===== src/rtl/button_conditioner.sv =====
// Two-button pad front end: per-channel 2-flop sync, debounce FSM and registered one-cycle pulses.
// Optional increment auto-repeat is built when AUTOREPEAT_EN is defined.

// Channel states:
//   state        | meaning
//   IDLE         | accepted level low, synced input low
//   PRESS_WAIT   | synced input high, counting stable-high samples
//   HELD         | accepted level high (auto-repeat timing runs here when enabled)
//   RELEASE_WAIT | synced input low while held, counting stable-low samples
module button_channel #(
   parameter int DEBOUNCE_CYCLES = 16,
   parameter int CNT_W           = 8,
   parameter int REPEAT_DELAY    = 200,
   parameter int REPEAT_PERIOD   = 50,
   parameter bit REPEAT_EN       = 1'b0
) (
   input  logic clk,
   input  logic reset,
   input  logic btn_in,
   output logic pulse_req,
   output logic level
);

   typedef enum logic [1:0] {
      IDLE         = 2'd0,
      PRESS_WAIT   = 2'd1,
      HELD         = 2'd2,
      RELEASE_WAIT = 2'd3
   } state_t;

   localparam logic [CNT_W-1:0] CNT_MAX    = '1;
   localparam logic [CNT_W-1:0] DEB_TC     = CNT_W'(DEBOUNCE_CYCLES);
   // Repeat timing reuses the counter: first pulse at REPEAT_DELAY, then reload so
   // the next terminal count arrives REPEAT_PERIOD later (needs PERIOD <= DELAY).
   localparam logic [CNT_W-1:0] REP_TC     = CNT_W'(REPEAT_DELAY - 1);
   localparam logic [CNT_W-1:0] REP_RELOAD = CNT_W'(REPEAT_DELAY - REPEAT_PERIOD);

   state_t            state_q, state_d;
   logic [CNT_W-1:0]  cnt_q, cnt_d, cnt_inc;
   logic              sync1_q, sync1_d;
   logic              sync2_q, sync2_d;
   logic              level_q, level_d;

   always_ff @(posedge clk) begin
      if (reset) begin
         state_q <= IDLE;
         cnt_q   <= '0;
         sync1_q <= 1'b0;
         sync2_q <= 1'b0;
         level_q <= 1'b0;
      end else begin
         state_q <= state_d;
         cnt_q   <= cnt_d;
         sync1_q <= sync1_d;
         sync2_q <= sync2_d;
         level_q <= level_d;
      end
   end

   always_comb begin
      sync1_d   = btn_in;
      sync2_d   = sync1_q;
      state_d   = state_q;
      cnt_d     = cnt_q;
      pulse_req = 1'b0;
      cnt_inc   = (cnt_q == CNT_MAX) ? cnt_q : cnt_q + 1'b1;

      case (state_q)
         IDLE: begin
            if (sync2_q) begin
               state_d = PRESS_WAIT;
               cnt_d   = CNT_W'(1);
            end
         end
         PRESS_WAIT: begin
            if (!sync2_q) begin
               state_d = IDLE;
               cnt_d   = '0;
            end else if (cnt_inc == DEB_TC) begin
               state_d   = HELD;
               cnt_d     = '0;
               pulse_req = 1'b1;
            end else begin
               cnt_d = cnt_inc;
            end
         end
         HELD: begin
            if (!sync2_q) begin
               state_d = RELEASE_WAIT;
               cnt_d   = CNT_W'(1);
            end else if (REPEAT_EN) begin
               if (cnt_q == REP_TC) begin
                  pulse_req = 1'b1;
                  cnt_d     = REP_RELOAD;
               end else begin
                  cnt_d = cnt_inc;
               end
            end
         end
         RELEASE_WAIT: begin
            if (sync2_q) begin
               state_d = HELD;
               cnt_d   = '0;
            end else if (cnt_inc == DEB_TC) begin
               state_d = IDLE;
               cnt_d   = '0;
            end else begin
               cnt_d = cnt_inc;
            end
         end
         default: begin
            state_d = IDLE;
            cnt_d   = '0;
         end
      endcase

      level_d = (state_d == HELD) || (state_d == RELEASE_WAIT);
   end

   assign level = level_q;

endmodule

module button_conditioner #(
   parameter int DEBOUNCE_CYCLES = 16,
   parameter int CNT_W           = 8,
   parameter int REPEAT_DELAY    = 200,
   parameter int REPEAT_PERIOD   = 50
) (
   input  logic clk,
   input  logic reset,
   input  logic btn_increment_in,
   input  logic btn_mode_in,
   output logic increment_pulse,
   output logic mode_pulse,
   output logic increment_level,
   output logic mode_level
);

`ifdef AUTOREPEAT_EN
   localparam bit INC_REPEAT = 1'b1;
`else
   localparam bit INC_REPEAT = 1'b0;
`endif

   logic inc_req;
   logic mode_req;
   logic inc_pulse_q, inc_pulse_d;
   logic mode_pulse_q, mode_pulse_d;

   button_channel #(
      .DEBOUNCE_CYCLES (DEBOUNCE_CYCLES),
      .CNT_W           (CNT_W),
      .REPEAT_DELAY    (REPEAT_DELAY),
      .REPEAT_PERIOD   (REPEAT_PERIOD),
      .REPEAT_EN       (INC_REPEAT)
   ) u_inc (
      .clk       (clk),
      .reset     (reset),
      .btn_in    (btn_increment_in),
      .pulse_req (inc_req),
      .level     (increment_level)
   );

   button_channel #(
      .DEBOUNCE_CYCLES (DEBOUNCE_CYCLES),
      .CNT_W           (CNT_W),
      .REPEAT_DELAY    (REPEAT_DELAY),
      .REPEAT_PERIOD   (REPEAT_PERIOD),
      .REPEAT_EN       (1'b0)
   ) u_mode (
      .clk       (clk),
      .reset     (reset),
      .btn_in    (btn_mode_in),
      .pulse_req (mode_req),
      .level     (mode_level)
   );

   // Mode wins a same-cycle collision; the increment pulse is dropped, not deferred.
   always_comb begin
      mode_pulse_d = mode_req;
      inc_pulse_d  = inc_req & ~mode_req;
   end

   always_ff @(posedge clk) begin
      if (reset) begin
         inc_pulse_q  <= 1'b0;
         mode_pulse_q <= 1'b0;
      end else begin
         inc_pulse_q  <= inc_pulse_d;
         mode_pulse_q <= mode_pulse_d;
      end
   end

   assign increment_pulse = inc_pulse_q;
   assign mode_pulse      = mode_pulse_q;

endmodule


===== config.mk =====
export PLATFORM = sky130hd
export DESIGN_NAME = button_conditioner
export DESIGN_NICKNAME = d
export VERILOG_FILES = /design/src/rtl/button_conditioner.sv
export SDC_FILE = /design/constraint.sdc
export NUM_CORES = 1
export LEC_CHECK = 0
export ABC_CLOCK_PERIOD_IN_PS = 2300
export CAP_MARGIN = 20
export CORE_ASPECT_RATIO = 0.5
export CORE_MARGIN = 4
export CORE_UTILIZATION = 58
export DETAILED_ROUTE_END_ITERATION = 7
export HOLD_SLACK_MARGIN = 0.05
export PLACE_DENSITY_LB_ADDON = 0.08
export SETUP_SLACK_MARGIN = 0.3
export SLEW_MARGIN = 20
export SYNTH_ARGS = -nofsm -noshare
export SYNTH_HDL_FRONTEND = slang
export SYNTH_SLANG_ARGS = --single-unit
export TNS_END_PERCENT = 5

===== constraint.sdc =====
create_clock -name clk -period 2.3 [get_ports clk]
set_input_delay 0.345 -clock clk [delete_from_list [all_inputs] [get_ports clk]]
set_output_delay 0.345 -clock clk [all_outputs]
set_load 0.03 [all_outputs]

==> results of run 1 <==
cell type report:
type,instances,share of cell area (%)
Multi-Input combinational cell,149,54.87
Inverter,5,1.083
Tap cell,35,2.527
Clock buffer,3,2.383
Timing Repair Buffer,9,4.910
Clock inverter,1,1.733
Sequential cell,28,32.49
layer usage:
| metal | track usage [%] | wire length (um) | part of all wire (%) |
|---|---|---|---|
| met3 | 5.976 | 225 | 6.5 |
| met4 | 6.397 | 46 | 1.3 |
| met5 | 0 | 0 | 0 |
| met1 | 25.82 | 1561 | 45 |
| met2 | 35.28 | 1617 | 47 |
registers in the layout, indices dropped and copies added, names as in the netlist:
register         cells
mode_pulse           1
u_inc.sync1_q        1
u_mode.sync1_q       1
u_mode.state_q       2
u_inc.cnt_q          8
u_inc.level          1
u_mode.sync2_q       1
u_inc.sync2_q        1
u_inc.state_q        2
u_mode.cnt_q         8
u_mode.level         1
increment_pulse      1
synth_stat cells (all sizes together) (3+ instances only):
library cell  number  share of area, %
buf                7               3.3
a22oi              3               1.4
inv                5               1.2
nand3              6               2.6
a31oi              7               2.8
dfxtp             28                36
a21oi             18               5.8
and3               3               1.2
clkbuf             3              0.72
nand2             10               2.6
and4               3               1.7
nor2              20               4.8
nor4               5               2.0
nand4              6               2.4
nor3               7               2.2
o21ai             17               5.7
a211oi             3               1.8
nor2b              6               2.4
worst paths after layout:
check,start,to,cells past startpoint
max,u_mode.cnt_q[0]$_SDFFE_PP0P_,increment_pulse$_SDFF_PP0_,6
min,u_inc.sync1_q$_SDFF_PP0_,u_inc.sync2_q$_SDFF_PP0_,1
max reg2reg,u_mode.cnt_q[0]$_SDFFE_PP0P_,increment_pulse$_SDFF_PP0_,6
min reg2reg,u_inc.sync1_q$_SDFF_PP0_,u_inc.sync2_q$_SDFF_PP0_,1
power by group:
| part | switching (W) | leakage (nW) | total [W] | internal (W) |
|---|---|---|---|---|
| clock | 0.000155 | 0.0357 | 0.000389 | 0.000233 |
| sequential | 0.00000772 | 0.228 | 0.000498 | 0.000491 |
| combinational | 0.0000234 | 0.284 | 0.0000416 | 0.0000182 |
logic make-up (layout without fill, tap and decap cells):
| family | count (synthesis) | count (layout) |
|---|---|---|
| multiplexers | 2 | 2 |
| buffers and inverters | 15 | 18 |
| XOR/XNOR | 3 | 3 |
| adder cells (fa/ha/maj) | 2 | 2 |
| flip-flops | 28 | 28 |
| AO/OA/AOI/OAI | 62 | 62 |
| AND/OR/NAND/NOR | 80 | 80 |
per-stage QoR:
| stage | instance area, um^2 | setup slack (ns) |
|---|---|---|
| global placement | 1625 | 0.1903 |
| detailed placement | 1625 | 0.1138 |
| floorplan | 1567 | 0.3628 |
| finish | 1733 | 0.3610 |
| CTS | 1718 | 0.3266 |
| global route | 1733 | 0.2354 |
what timing repair did:
item | CTS | global route
setup buffers | 0 | 1
setup endpoints to repair | 6 | 6
pin swaps | 0 | 1
endpoints found under the hold margin | 0 | 0
resized for setup | 5 | 1
==> impl_results.md, run 1 <==
- Outcome: completed
- Total track usage: 20.75%
- Critical-path cell list: ha_4, nand3_2, or3_4, a211oi_4, nand3_2, o311a_1
- Crit path arrival time: 2.12 ns
- Buffers on Ports: 7
- Synth Area in XOR/XNOR: 1.677%
- Die X: 81.50 um
- HP Class: flip-flop to flip-flop
- Antenna Nets Post-Route: 0
- DR vias/cell: 6.448
- Max Cap Viol: 0
- Hold Vio Cnt, Final: 0
- First-pass GRT wire length: 5.940 mm
- CTS Root Cell: clkbuf_8
- Post-synthesis sequential area ratio: 35.78%
- Routability cong.: 0.9784
- Most frequent cells in the layout: 26 x dfxtp_1, 20 x nor2_1, 18 x a21oi_1, 15 x o21ai_0, 9 x nand2_1
- Post-DP HPWL: 2.310 mm
- CTS tree: yes
- Placed Cells: 225
- Synth Register Bits: 28
- CP endpoint kind: flip-flop
- Core Region: 2387 um^2
- Die Footprint: 3647 um^2
- TNS Setup: 0 ns
- Crit path max-delay family: simple AND/OR/NAND/NOR gates
- Slowest cell on the critical path: dfxtp_2
- Worst skew pair latency: 0.28 ns
- Worst-margin pin slew: 0.5778 ns
- Fin cells: 230
- Worst VDD drop: 0.3824 mV
- Vias in the first global route: 1338
- Die Y: 44.75 um
- Worst Skew: 0.008398 ns
- Final setup viols: 0
- Clk slew on worst S/H paths: 0.10 ns
- Top_reg_cell synth: dfxtp_1
- Pins over their slew limit: 0
- LEAKAGE: 0.5478 nW
- Tmin final: 1.939 ns
- DR vias: 1483
- Clock sink total: 28
- Storage element area: 563.0 um^2
- Largest family of logic cells by synthesized area: simple AND/OR/NAND/NOR gates
- P&R area growth vs syn: 10.62%
- CP required: 2.48 ns
- Crit-path max FO: 9
- IO Count: 8
- Max-slew headroom: 61.35%
- Fraction of registers with async set/reset: 0%
- Clock Tree Buf Depth: 2
- Distinct cells, synth: 54
- R2r setup slk: 0.36 ns
- Fmax: 0.5157 GHz
- Fraction of layout cells with a size suffix above 1: 11.28%
- Power Total: 0.0009286 W
- Drt pass-1 iters: 4
- Post-Synth Simple-Gate Area: 29.31%
- Total grt overflow: 0
- Compound-Gate Fraction of Synth Area: 25.16%
- PD cells: 535.9 nW/um^2
- Inserted Clock Buffers: 3
- Final net count: 202
- H-tree lvl count: 1
- Syn nets: 198
- Hold WS: 0.4453 ns
- Post-synthesis adder-cell area fraction: 1.597%
- Drt total wl: 3.450 mm
- Most common cell after layout, fill and taps aside: dfxtp_1
- CP startpoint kind: flip-flop
- Fin util: 72.59%
- N_diodes: 0
- Initial DRC Count: 62
- Residual DRC count: 0
- Post-synth EDFFs: 0
- Syn Area/Cell: 8.159 um^2
- Largest net degree at the start of global routing: 17
- Mapped cell area: 1567 um^2
- Wirelength per Cell: 15.00 um
- Area of the multi-input gates: 950.9 um^2
- Slowest stage delay, CP: 0.43 ns
- RSZ-0062 raised after global routing: yes
- Final Cycle Share: 84.31%
- CP Class: flip-flop to flip-flop
- Initial antenna violation count: 0
- Syn Inst Count: 192
- Fillers: 178
- Worst path bufs/invs: 0
- Post-synthesis mux area share: 1.278%
- Initial Utilization: 65.62%
- CP dominant cell by count: nand3_2
- Synth warnings: 0
- Core Rows: 12
- Cts hold-fix bufs: 0
(Power assumes the default switching activity.)
==> run 2: changes to the inputs <==
ABC_CLOCK_PERIOD_IN_PS = 2009   (was 2300)
clock period = 2.01 ns   (was 2.3 ns; I/O delays follow)
==> run 2 against run 1 <==
  * Core utilization up 5.9 points
  * Power grew 11%
  * Final area grew 8.1%
  * Critical path depth unchanged
  * Critical endpoint unchanged
  * Largest power group unchanged
  * Highest routed layer unchanged
==> impl_results.md, run 2 (synthesis results as in run 1) <==
- Initial DRC Count: 84
- Post-DP HPWL: 2.527 mm
- Vias in the first global route: 1399
- Worst skew pair latency: 0.29 ns
- Most common cell after layout, fill and taps aside: dfxtp_1
- Wire length on met3: 240 um
- Core Region: 2387 um^2
- Max Cap Viol: 0
- Most frequent cells in the layout: 21 x dfxtp_1, 19 x nor2_1, 18 x a21oi_1, 18 x buf_4, 15 x o21ai_0
- CTS Root Cell: clkbuf_8
- Worst VDD drop: 0.3442 mV
- Drt total wl: 3.800 mm
- Die X: 81.50 um
- Routability cong.: 0.9115
- Cts hold-fix bufs: 0
- Final net count: 218
- PD cells: 549.0 nW/um^2
- P&R area growth vs syn: 19.57%
- Initial antenna violation count: 0
- Slowest cell on the critical path: dfxtp_4
- Final Cycle Share: 89.23%
- Core Rows: 12
- Worst-margin pin slew: 0.5177 ns
- Critical-path cell list: ha_4, nand3_2, or3_4, a211oi_4, nand3_2, o311a_1
- Fmax: 0.5576 GHz
- Final setup viols: 0
- Total track usage: 22.89%
- HP Class: flip-flop to flip-flop
- CP startpoint kind: flip-flop
- Regs by FF count: u_inc.cnt_q x8, u_mode.cnt_q x8
- Setup ws final: 0.2165 ns
- Largest net degree at the start of global routing: 17
- DR vias: 1542
- IO Count: 8
- Clk slew on worst S/H paths: 0.10 ns
- Crit path max-delay family: compound AO/OA/AOI/OAI gates
- Fillers: 162
- Tmin final: 1.794 ns
- Pre-CTS setup slack: 0.1751 ns
- Fin area: 1873 um^2
- Die Footprint: 3647 um^2
- Crit-path max FO: 6
- Dpl cell area: 1720 um^2
- Max-slew headroom: 65.37%
- Initial Utilization: 65.62%
- RSZ-0062 raised after global routing: yes
- CP dominant cell by count: nand3_2
- Placed Cells: 234
- Total grt overflow: 0
- LEAKAGE: 0.6317 nW
- Pins over their slew limit: 0
- Inserted Clock Buffers: 3
- DRT met1 WL: 1.659 mm
- CTS tree: yes
- Fin cells: 246
- Buffers on Ports: 7
- Wirelength per Cell: 15.45 um
- Clock sink total: 28
- N_diodes: 0
- Die Y: 44.75 um
- CP Class: flip-flop to flip-flop
- Top sig layer: met4
- First-pass GRT wire length: 6.499 mm
- TNS Setup: 0 ns
- Outcome: completed
- DR vias/cell: 6.268
- Drt pass-1 iters: 5
- CP endpoint kind: flip-flop
- Worst Skew: 0.005601 ns
- H-tree lvl count: 1
- Clock Tree Buf Depth: 2
- Residual DRC count: 0
- Antenna Nets Post-Route: 0
- Slowest stage delay, CP: 0.39 ns
- Met2 WL: 1.881 mm
- Crit path arrival time: 1.98 ns
- CP required: 2.20 ns
- Fraction of layout cells with a size suffix above 1: 20.85%
- Fin util: 78.46%
- Worst path bufs/invs: 0
- Hold Vio Cnt, Final: 0
[run 2: final timing paths]
check,startpoint,end,slack (ns),cells after the start
worst min-delay path,u_mode.sync1_q$_SDFF_PP0_,u_mode.sync2_q$_SDFF_PP0_,0.45,1
worst min register to register,u_mode.sync1_q$_SDFF_PP0_,u_mode.sync2_q$_SDFF_PP0_,0.45,1
worst max-delay path,u_mode.cnt_q[1]$_SDFFE_PP0P_,increment_pulse$_SDFF_PP0_,0.22,6
worst max register to register,u_mode.cnt_q[1]$_SDFFE_PP0P_,increment_pulse$_SDFF_PP0_,0.22,6
[run 2: cell type report]
cell class | count | area (um^2) | area share (%)
inverter | 5 | 18.77 | 1.002
clock buffer | 4 | 66.31 | 3.540
timing repair buffer | 25 | 205.2 | 10.96
tap | 35 | 43.79 | 2.338
multi-input combinational | 149 | 962.2 | 51.37
sequential | 28 | 576.8 | 30.79
[run 2: power by group]
group          total [W]  internal [W]  switching, W
logic          0.0000540     0.0000251     0.0000289
registers       0.000566      0.000558    0.00000754
clock network   0.000409      0.000217      0.000191
total            0.00103      0.000801      0.000228
[run 2: per-layer routing]
| layer | vias up | GRT usage [%] |
|---|---|---|
| li1 | 757 | - |
| met1 | 732 | 28.76 |
| met2 | 50 | 40.13 |
| met3 | 3 | 5.578 |
| met4 | 0 | 5.387 |
| met5 | - | 0 |
[run 2: what timing repair did]
action | in CTS | in global routing
hold endpoints to repair | 0 | 0
pin swaps | 3 | 1
gates cloned | 0 | 0
buffers inserted | 6 | 2
resized for setup | 5 | 4
setup endpoints to repair | 11 | 22
[run 2: per-stage QoR]
stage                     hold slack, ns  total power (W)
after CTS                         0.4526         0.001037
after global routing              0.4664         0.001061
after floorplan                   0.3731        0.0006093
final                             0.4492         0.001028
after detailed placement          0.4291        0.0006293
after global placement            0.4178        0.0006285
